**config.mk**
```make
export PLATFORM = sky130hd
export DESIGN_NAME = mem_arbiter
export DESIGN_NICKNAME = d
export VERILOG_FILES = /design/src/rtl/mem_arbiter_pkg.sv /design/src/rtl/mem_arbiter_arb_rr2.sv /design/src/rtl/mem_arbiter.sv
export SDC_FILE = /design/constraint.sdc
export NUM_CORES = 1
export LEC_CHECK = 0
export CORE_AREA = 2 2 148 150
export CTS_BUF_LIST = sky130_fd_sc_hd__clkbuf_8
export DETAILED_ROUTE_END_ITERATION = 8
export DIE_AREA = 0 0 150 152
export HOLD_SLACK_MARGIN = 0.02
export PLACE_DENSITY = 0.78
export SLEW_MARGIN = 30
export SYNTH_ARGS = -nofsm -noshare
export SYNTH_HDL_FRONTEND = slang
export SYNTH_SLANG_ARGS = --single-unit
```
**constraint.sdc**
```tcl
create_clock -name Clk -period 3.49 [get_ports Clk]
set_input_delay 0.349 -clock Clk [delete_from_list [all_inputs] [get_ports Clk]]
set_output_delay 0.349 -clock Clk [all_outputs]
set_load 0.02 [all_outputs]
```
**src/rtl/mem_arbiter_pkg.sv**
```systemverilog
// Shared definitions for the I/D cache memory arbiter: widths, FSM encoding,
// requester sides and memory opcode values.
package mem_arbiter_pkg;

    localparam int WORD_SIZE = 16;
    localparam int LINE_SIZE = 64;

    // Value of d_we selecting each memory operation
    localparam logic OP_READ  = 1'b0;
    localparam logic OP_WRITE = 1'b1;

    typedef enum logic [1:0] {
        ST_IDLE   = 2'd0,
        ST_I_BUSY = 2'd1,
        ST_D_BUSY = 2'd2,
        ST_RESP   = 2'd3
    } state_t;

    typedef enum logic {
        SIDE_I = 1'b0,
        SIDE_D = 1'b1
    } side_t;

    function automatic side_t other_side(input side_t s);
        return (s == SIDE_I) ? SIDE_D : SIDE_I;
    endfunction

endpackage

```
**src/rtl/mem_arbiter_arb_rr2.sv**
```systemverilog
// Combinational two-way round-robin picker: a lone requester always wins,
// a conflict goes to the side that did not win last time.
module arb_rr2
    import mem_arbiter_pkg::side_t;
    import mem_arbiter_pkg::SIDE_I;
    import mem_arbiter_pkg::SIDE_D;
    import mem_arbiter_pkg::other_side;
(
    input  logic  req_i,
    input  logic  req_d,
    input  side_t last_grant,
    output logic  grant_valid,
    output side_t grant
);

    always_comb begin
        grant_valid = req_i | req_d;
        grant       = SIDE_I;
        if (req_i && req_d) begin
            grant = other_side(last_grant);
        end else if (req_d) begin
            grant = SIDE_D;
        end
    end

endmodule

```
**src/rtl/mem_arbiter.sv**
```systemverilog
// Arbitrates instruction- and data-cache line requests onto one memory port,
// with registered outputs, round-robin conflict handling and an ack timeout.
module mem_arbiter
    import mem_arbiter_pkg::state_t;
    import mem_arbiter_pkg::ST_IDLE;
    import mem_arbiter_pkg::ST_I_BUSY;
    import mem_arbiter_pkg::ST_D_BUSY;
    import mem_arbiter_pkg::ST_RESP;
    import mem_arbiter_pkg::side_t;
    import mem_arbiter_pkg::SIDE_I;
    import mem_arbiter_pkg::SIDE_D;
    import mem_arbiter_pkg::OP_READ;
    import mem_arbiter_pkg::OP_WRITE;
#(
    parameter int WORD_SIZE = mem_arbiter_pkg::WORD_SIZE,
    parameter int LINE_SIZE = mem_arbiter_pkg::LINE_SIZE,
    parameter int TIMEOUT   = 255
) (
    input  logic                 Clk,
    input  logic                 Reset,
    input  logic                 i_req,
    input  logic [WORD_SIZE-1:0] i_addr,
    output logic                 i_done,
    output logic [LINE_SIZE-1:0] i_rdata,
    input  logic                 d_req,
    input  logic                 d_we,
    input  logic [WORD_SIZE-1:0] d_addr,
    input  logic [LINE_SIZE-1:0] d_wdata,
    output logic                 d_done,
    output logic [LINE_SIZE-1:0] d_rdata,
    output logic                 m_readM,
    output logic                 m_writeM,
    output logic [WORD_SIZE-1:0] m_address,
    output logic [LINE_SIZE-1:0] m_wdata,
    input  logic [LINE_SIZE-1:0] m_rdata,
    input  logic                 m_ack,
    output logic                 busy,
    output logic                 err_timeout
);

    localparam int                CNT_W    = $clog2(TIMEOUT + 1);
    localparam logic [CNT_W-1:0] CNT_LAST = CNT_W'(TIMEOUT - 1);

    state_t                state_reg, state_next;
    side_t                 last_grant_reg, last_grant_next;
    logic [CNT_W-1:0]      cnt_reg, cnt_next;
    logic [WORD_SIZE-1:0]  addr_reg, addr_next;
    logic [LINE_SIZE-1:0]  wdata_reg, wdata_next;
    logic                  read_reg, read_next;
    logic                  write_reg, write_next;
    logic                  i_done_reg, i_done_next;
    logic                  d_done_reg, d_done_next;
    logic [LINE_SIZE-1:0]  i_rdata_reg, i_rdata_next;
    logic [LINE_SIZE-1:0]  d_rdata_reg, d_rdata_next;
    logic                  busy_reg, busy_next;
    logic                  err_reg, err_next;

    logic                  grant_valid;
    side_t                 grant;

    arb_rr2 u_arb (
        .req_i       (i_req),
        .req_d       (d_req),
        .last_grant  (last_grant_reg),
        .grant_valid (grant_valid),
        .grant       (grant)
    );

    function automatic logic [WORD_SIZE-1:0] line_align(input logic [WORD_SIZE-1:0] a);
        return {a[WORD_SIZE-1:2], 2'b00};
    endfunction

    always_comb begin
        state_next      = state_reg;
        last_grant_next = last_grant_reg;
        cnt_next        = cnt_reg;
        addr_next       = addr_reg;
        wdata_next      = wdata_reg;
        read_next       = read_reg;
        write_next      = write_reg;
        i_done_next     = 1'b0;
        d_done_next     = 1'b0;
        i_rdata_next    = i_rdata_reg;
        d_rdata_next    = d_rdata_reg;
        busy_next       = busy_reg;
        err_next        = err_reg;

        case (state_reg)
            ST_IDLE: begin
                if (grant_valid) begin
                    cnt_next  = '0;
                    busy_next = 1'b1;
                    if (grant == SIDE_I) begin
                        state_next = ST_I_BUSY;
                        addr_next  = line_align(i_addr);
                        read_next  = 1'b1;
                        write_next = 1'b0;
                    end else begin
                        state_next = ST_D_BUSY;
                        addr_next  = line_align(d_addr);
                        wdata_next = d_wdata;
                        read_next  = (d_we == OP_READ);
                        write_next = (d_we == OP_WRITE);
                    end
                end
            end

            ST_I_BUSY, ST_D_BUSY: begin
                cnt_next = cnt_reg + CNT_W'(1);
                // A real ack wins over a timeout expiring in the same cycle
                if (m_ack || cnt_reg == CNT_LAST) begin
                    state_next      = ST_RESP;
                    read_next       = 1'b0;
                    write_next      = 1'b0;
                    err_next        = err_reg | ~m_ack;
                    last_grant_next = (state_reg == ST_I_BUSY) ? SIDE_I : SIDE_D;
                    if (state_reg == ST_I_BUSY) begin
                        i_done_next = 1'b1;
                        if (m_ack) i_rdata_next = m_rdata;
                    end else begin
                        d_done_next = 1'b1;
                        if (m_ack && read_reg) d_rdata_next = m_rdata;
                    end
                end
            end

            ST_RESP: begin
                state_next = ST_IDLE;
                busy_next  = 1'b0;
            end

            default: begin
                state_next = ST_IDLE;
                read_next  = 1'b0;
                write_next = 1'b0;
                busy_next  = 1'b0;
            end
        endcase
    end

    always_ff @(posedge Clk) begin
        if (Reset) begin
            state_reg      <= ST_IDLE;
            last_grant_reg <= SIDE_I;
            cnt_reg        <= '0;
            addr_reg       <= '0;
            wdata_reg      <= '0;
            read_reg       <= 1'b0;
            write_reg      <= 1'b0;
            i_done_reg     <= 1'b0;
            d_done_reg     <= 1'b0;
            i_rdata_reg    <= '0;
            d_rdata_reg    <= '0;
            busy_reg       <= 1'b0;
            err_reg        <= 1'b0;
        end else begin
            state_reg      <= state_next;
            last_grant_reg <= last_grant_next;
            cnt_reg        <= cnt_next;
            addr_reg       <= addr_next;
            wdata_reg      <= wdata_next;
            read_reg       <= read_next;
            write_reg      <= write_next;
            i_done_reg     <= i_done_next;
            d_done_reg     <= d_done_next;
            i_rdata_reg    <= i_rdata_next;
            d_rdata_reg    <= d_rdata_next;
            busy_reg       <= busy_next;
            err_reg        <= err_next;
        end
    end

    assign i_done      = i_done_reg;
    assign d_done      = d_done_reg;
    assign i_rdata     = i_rdata_reg;
    assign d_rdata     = d_rdata_reg;
    assign m_readM     = read_reg;
    assign m_writeM    = write_reg;
    assign m_address   = addr_reg;
    assign m_wdata     = wdata_reg;
    assign busy        = busy_reg;
    assign err_timeout = err_reg;

endmodule

```
## Word level (Yosys, flattened, before mapping)

Cells that the tools add are included.

- Add/subtract/negate cells: 1
- Equality and inequality tests: 6
- Muxes and demuxes: 21
- Bitwise gates (word level): 7
- Reductions and logical operators: 17

Operators by type and width:

| kind | number |
|---|---|
| $mux 16 | 1 |
| $pmux 8 s2 | 1 |
| $mux 1 | 11 |
| $reduce_and 2->1 | 5 |
| $add 8x1->8 const B | 1 |
| $eq 8x8->1 const B | 1 |
| $mux 8 | 1 |
| $reduce_and 4->1 | 2 |
| $mux 2 | 3 |
| $pmux 1 s2 | 3 |
| $pmux 2 s3 | 1 |
| $reduce_and 3->1 | 2 |
| $not 1->1 | 5 |
| $eq 2x2->1 const B | 2 |
| $ne 2x2->1 const B | 2 |
| $reduce_bool 2->1 | 2 |
| $reduce_or 3->1 | 1 |
| $eq 2x1->1 const B | 1 |
| $logic_and 1x1->1 | 2 |
| $logic_not 2->1 | 1 |
| $or 1x1->1 | 2 |
| $reduce_or 2->1 | 1 |
| $logic_or 1x1->1 | 1 |

- Bits in registers: 225
- Bits of input ports: 166
- Output and inout port bits: 214
- Word-level logic and storage cells: 65

## Longest topological paths before layout

- Depth after elaboration: 5
- Mapped depth: 8
- Gate-level depth less buffers: 6

## Hierarchy

A second synthesis with hierarchy kept.

- Cells, all modules: 998
- Area total of the unflattened synthesis: 8042.7 um2

By module, submodules not included:

| module | times used | cells each | area each (um2) | seq. area each (um2) |
|---|---|---|---|---|
| mem_arbiter | 1 | 996 | 8029.0 | 4464.3 |
| arb_rr2 | 1 | 2 | 13.8 | 0.0 |

## Least setup slack after synthesis

No wires, ideal clock.

- Path kind: reg2reg
- From: reg state_reg[0]
- To: reg d_rdata_reg[3], in the netlist d_rdata[3]
- Setup time: 0.132 ns
- Data arrival time: 1.515 ns
- Required time: 3.358 ns
- Path slack: 1.843 ns
- Stages on the path, launching flop included: 9
- Buffers on the path: 2
- Period minus slack after synthesis: 1.647 ns
- Path through: dfxtp_1 inv_1 ha_1 nand2_1 or3_1 buf_2 buf_2 nand2_1 a21oi_1

- Cells in the longest elaborated chain, start to end: 3
- Elaborated cells on any way between the ends: 5
- Classes of those cells: 2 x eq/ne; 1 x bitwise; 2 x reduce/logical

Ends and longest elaborated chain:

| what | line | RTL |
|---|---|---|
| start, declared | mem_arbiter.sv:44 | `state_t state_reg, state_next;` |
| start signal, assigned | mem_arbiter.sv:157 | `state_reg <= state_next;` |
| $eq 2x1->1 or $eq 2x2->1 (tied branches) | mem_arbiter.sv:88, mem_arbiter.sv:117 |  |
| $reduce_or 2->1 or $not 1->1 (tied branches) | - |  |
| $reduce_and 4->1 (no source line) * | - |  |
| end signal, assigned | mem_arbiter.sv:167 | `d_rdata_reg <= d_rdata_next;` |
| end, declared | mem_arbiter.sv:54 | `logic [LINE_SIZE-1:0] d_rdata_reg, d_rdata_next;` |

Mark *: on every way between the ends. The rest lies on a longest branch, timed or not.
A chain may end at the register's enable or synchronous reset.

## Final worst setup path

- From: reg state_reg[0]
- To: reg d_rdata_reg[47], in the netlist d_rdata[47]

The elaborated chain is that of the path after synthesis.

==> impl_metrics.json <==
{
  "status": "finished, final reports clean",
  "finalMaxSlewViolations": 0,
  "worstPathArrival_ns": 2.64,
  "hold_viol_final": 0,
  "ios": 380,
  "reg2reg_from": "state_reg[0]",
  "clk_latency_ns": 0.52,
  "fmaxAchievable_mhz": 440,
  "r2r_end": "d_rdata[47]",
  "r2r_setup_slack_ns": 1.22,
  "synth.cell_area_sq_um": 8100,
  "ys_ff_latch": 223,
  "core-area_sq_um": 21400,
  "fin_cells": 1651,
  "hold_depth": 3,
  "fin_crit_sh": 0.651,
  "critPathRequiredTime_ns": 3.86,
  "std_cell_rows": 54,
  "hp-class": "primary input to flip-flop",
  "design_area_sq_um": 12600,
  "max_slew_margin": 0.500,
  "dpl.hpwl_microns": 17000,
  "n_antenna_cell": 0,
  "grt_max_degree": 126,
  "seq_area_frac_synth": 0.551,
  "synth_cell_types": 39,
  "post_cts_resized": 0,
  "antenna_found_initial": 1,
  "hold_start": "Reset",
  "synth-edff-count": 0,
  "whs_endpoint": "m_address[13]",
  "clock_path_buffers": 3,
  "first_global_vias": 7432,
  "setup_violations": 0,
  "start_kind": "flip-flop",
  "die_h_microns": 152,
  "total_power_uw": 8010,
  "drtIter0Drc": 355,
  "rsz0062_at_grt": "false",
  "via_per_inst": 4.73,
  "area_growth_pct": 56.1,
  "drtPass1Iterations": 5,
  "start_util": 0.379,
  "ys.warnings.count": 0,
  "layout-drive-gt1-share": 0.0540,
  "setup_tns_ns": 0,
  "htreeDepth": 2,
  "ys_async_sr_fraction": 0,
  "dp.cells": 1588,
  "wl_microns": 24300,
  "ant_nets": 0,
  "end_kind": "flip-flop",
  "post_cts_buffers": 0,
  "grt_pass1_wl_microns": 38300,
  "layout_min_cycle_time_ns": 2.27,
  "cts_root_buf": "clkbuf_8",
  "cts_made_buffers": 38,
  "fin_util": 0.592,
  "cts_tree": "built",
  "clk_pin_slew_ns": 0.05,
  "r2r_cells": 7,
  "place_area_sq_um": 11900,
  "grt_usage": 0.206,
  "cts_hold_buf": 0,
  "dieArea_sq_um": 22800,
  "final_nets": 1519,
  "syn_avg_cell_area_sq_um": 8.13,
  "overflow": 0,
  "gp_congestion": 0.806,
  "drv_cap": 0,
  "path_max_fanout": 64,
  "crit_type": "flip-flop to flip-flop",
  "die_x_microns": 150,
  "vias": 7809,
  "worst_pin_slew_ns": 0.750,
  "wire_per_inst_microns": 14.7,
  "ir_worst_vdd_uv": 358,
  "drc": 0,
  "ys.flop_type": "dfxtp_1",
  "syn-instance-count": 996,
  "pwr_density_cell_nw_per_um2": 634,
  "fin_skew_ns": 0.0258,
  "port_buffers": 373,
  "clock-sinks": 223,
  "p_leak_uw": 0.00450
}
==> cells in the final DEF (no fill, tap or decap), types with 6 or more instances in the layout <==
cell,netlist,layout
nor2_1,25,25
buf_4,2,9
a211oi_1,14,14
xnor2_1,6,6
clkdlybuf4s50_1,0,372
inv_1,4,19
dfxtp_1,223,223
a21oi_1,199,199
mux2i_1,14,14
nand2_1,390,388
clkbuf_8,0,45
==> cell families after synthesis <==
| group | count (synthesis) | synth area share |
|---|---|---|
| adders and majority gates | 5 | 0.00772 |
| and+or+nand+nor | 441 | 0.218 |
| other | 1 | 0.000463 |
| xor gates and xnor gates | 6 | 0.00649 |
| buffers and inverters | 80 | 0.0514 |
| AOI/OAI and AO/OA | 226 | 0.147 |
| muxes | 14 | 0.0173 |
| DFF | 223 | 0.551 |
==> final cells by class <==
| class | count | area [sq um] |
|---|---|---|
| tap | 280 | 350 |
| fill | 1900 | 8710 |
| sequential | 223 | 4460 |
| clock buffer | 45 | 619 |
| multi-input combinational | 694 | 3230 |
| timing repair buffer | 386 | 3880 |
| inverter | 5 | 18.8 |
| clock inverter | 18 | 73.8 |
==> layer usage <==
| layer | vias up | part of all wire | global-route usage |
|---|---|---|---|
| met2 | 306 | 0.49 | 0.356 |
| met4 | 0 | 0.034 | 0.0827 |
| met1 | 3498 | 0.38 | 0.232 |
| met3 | 61 | 0.088 | 0.0688 |
| met5 | - | 0 | 0 |
| li1 | 3944 | - | - |
==> worst max path at each step <==
stage | from | endpoint | slack (ns) | cells after the start
floorplan | state_reg[0] | d_rdata[3] | 1.84 | 8
CTS | state_reg[0] | d_rdata[27] | 1.25 | 7
finish | state_reg[0] | d_rdata[47] | 1.22 | 7
detailed placement | d_req | m_wdata[43] | 1.19 | 6
global placement | d_req | m_wdata[57] | 1.25 | 6
global route | state_reg[0] | d_rdata[17] | 1.04 | 7
==> cells in the mapped netlist (2+ instances only) <==
library cell,instances,share of area
a211o_1,2,0.0022
clkbuf_1,35,0.016
buf_4,2,0.0019
nor2_1,25,0.012
buf_6,10,0.014
nand2_1,390,0.18
buf_2,27,0.017
mux2i_1,14,0.017
dfxtp_1,223,0.55
ha_1,5,0.0077
or2_1,2,0.0015
nand3_1,3,0.0019
a21oi_1,199,0.12
nand4_1,3,0.0023
xnor2_1,6,0.0065
and2_1,2,0.0015
nor3b_1,4,0.0037
or3_1,2,0.0015
nor4b_1,2,0.0022
o21ai_0,4,0.0025
nor4b_2,2,0.0037
a211oi_1,14,0.013
inv_1,4,0.0019
==> critical path, cell delays in order, from the launching register on <==
cell and delay, ns:
dfxtp_1 0.37, inv_1 0.06, ha_1 0.47, nand2_1 0.17
or3_2 0.43, buf_4 0.32, nand2_1 0.18, a21oi_1 0.08
==> power by group <==
group          internal [uW]  switching, uW
sequential              2930            195
combinational           1170           1570
clock                   1160            993
total                   5260           2760
==> stage by stage <==
stage          setup WS [ns]  hold WS [ns]
3_3_place_gp            1.25         0.441
6_report                1.22         0.365
2_1_floorplan           1.84         0.466
4_1_cts                 1.25         0.337
3_5_place_dp            1.19         0.445
5_1_grt                 1.04         0.366
(Power assumes the default switching activity.)
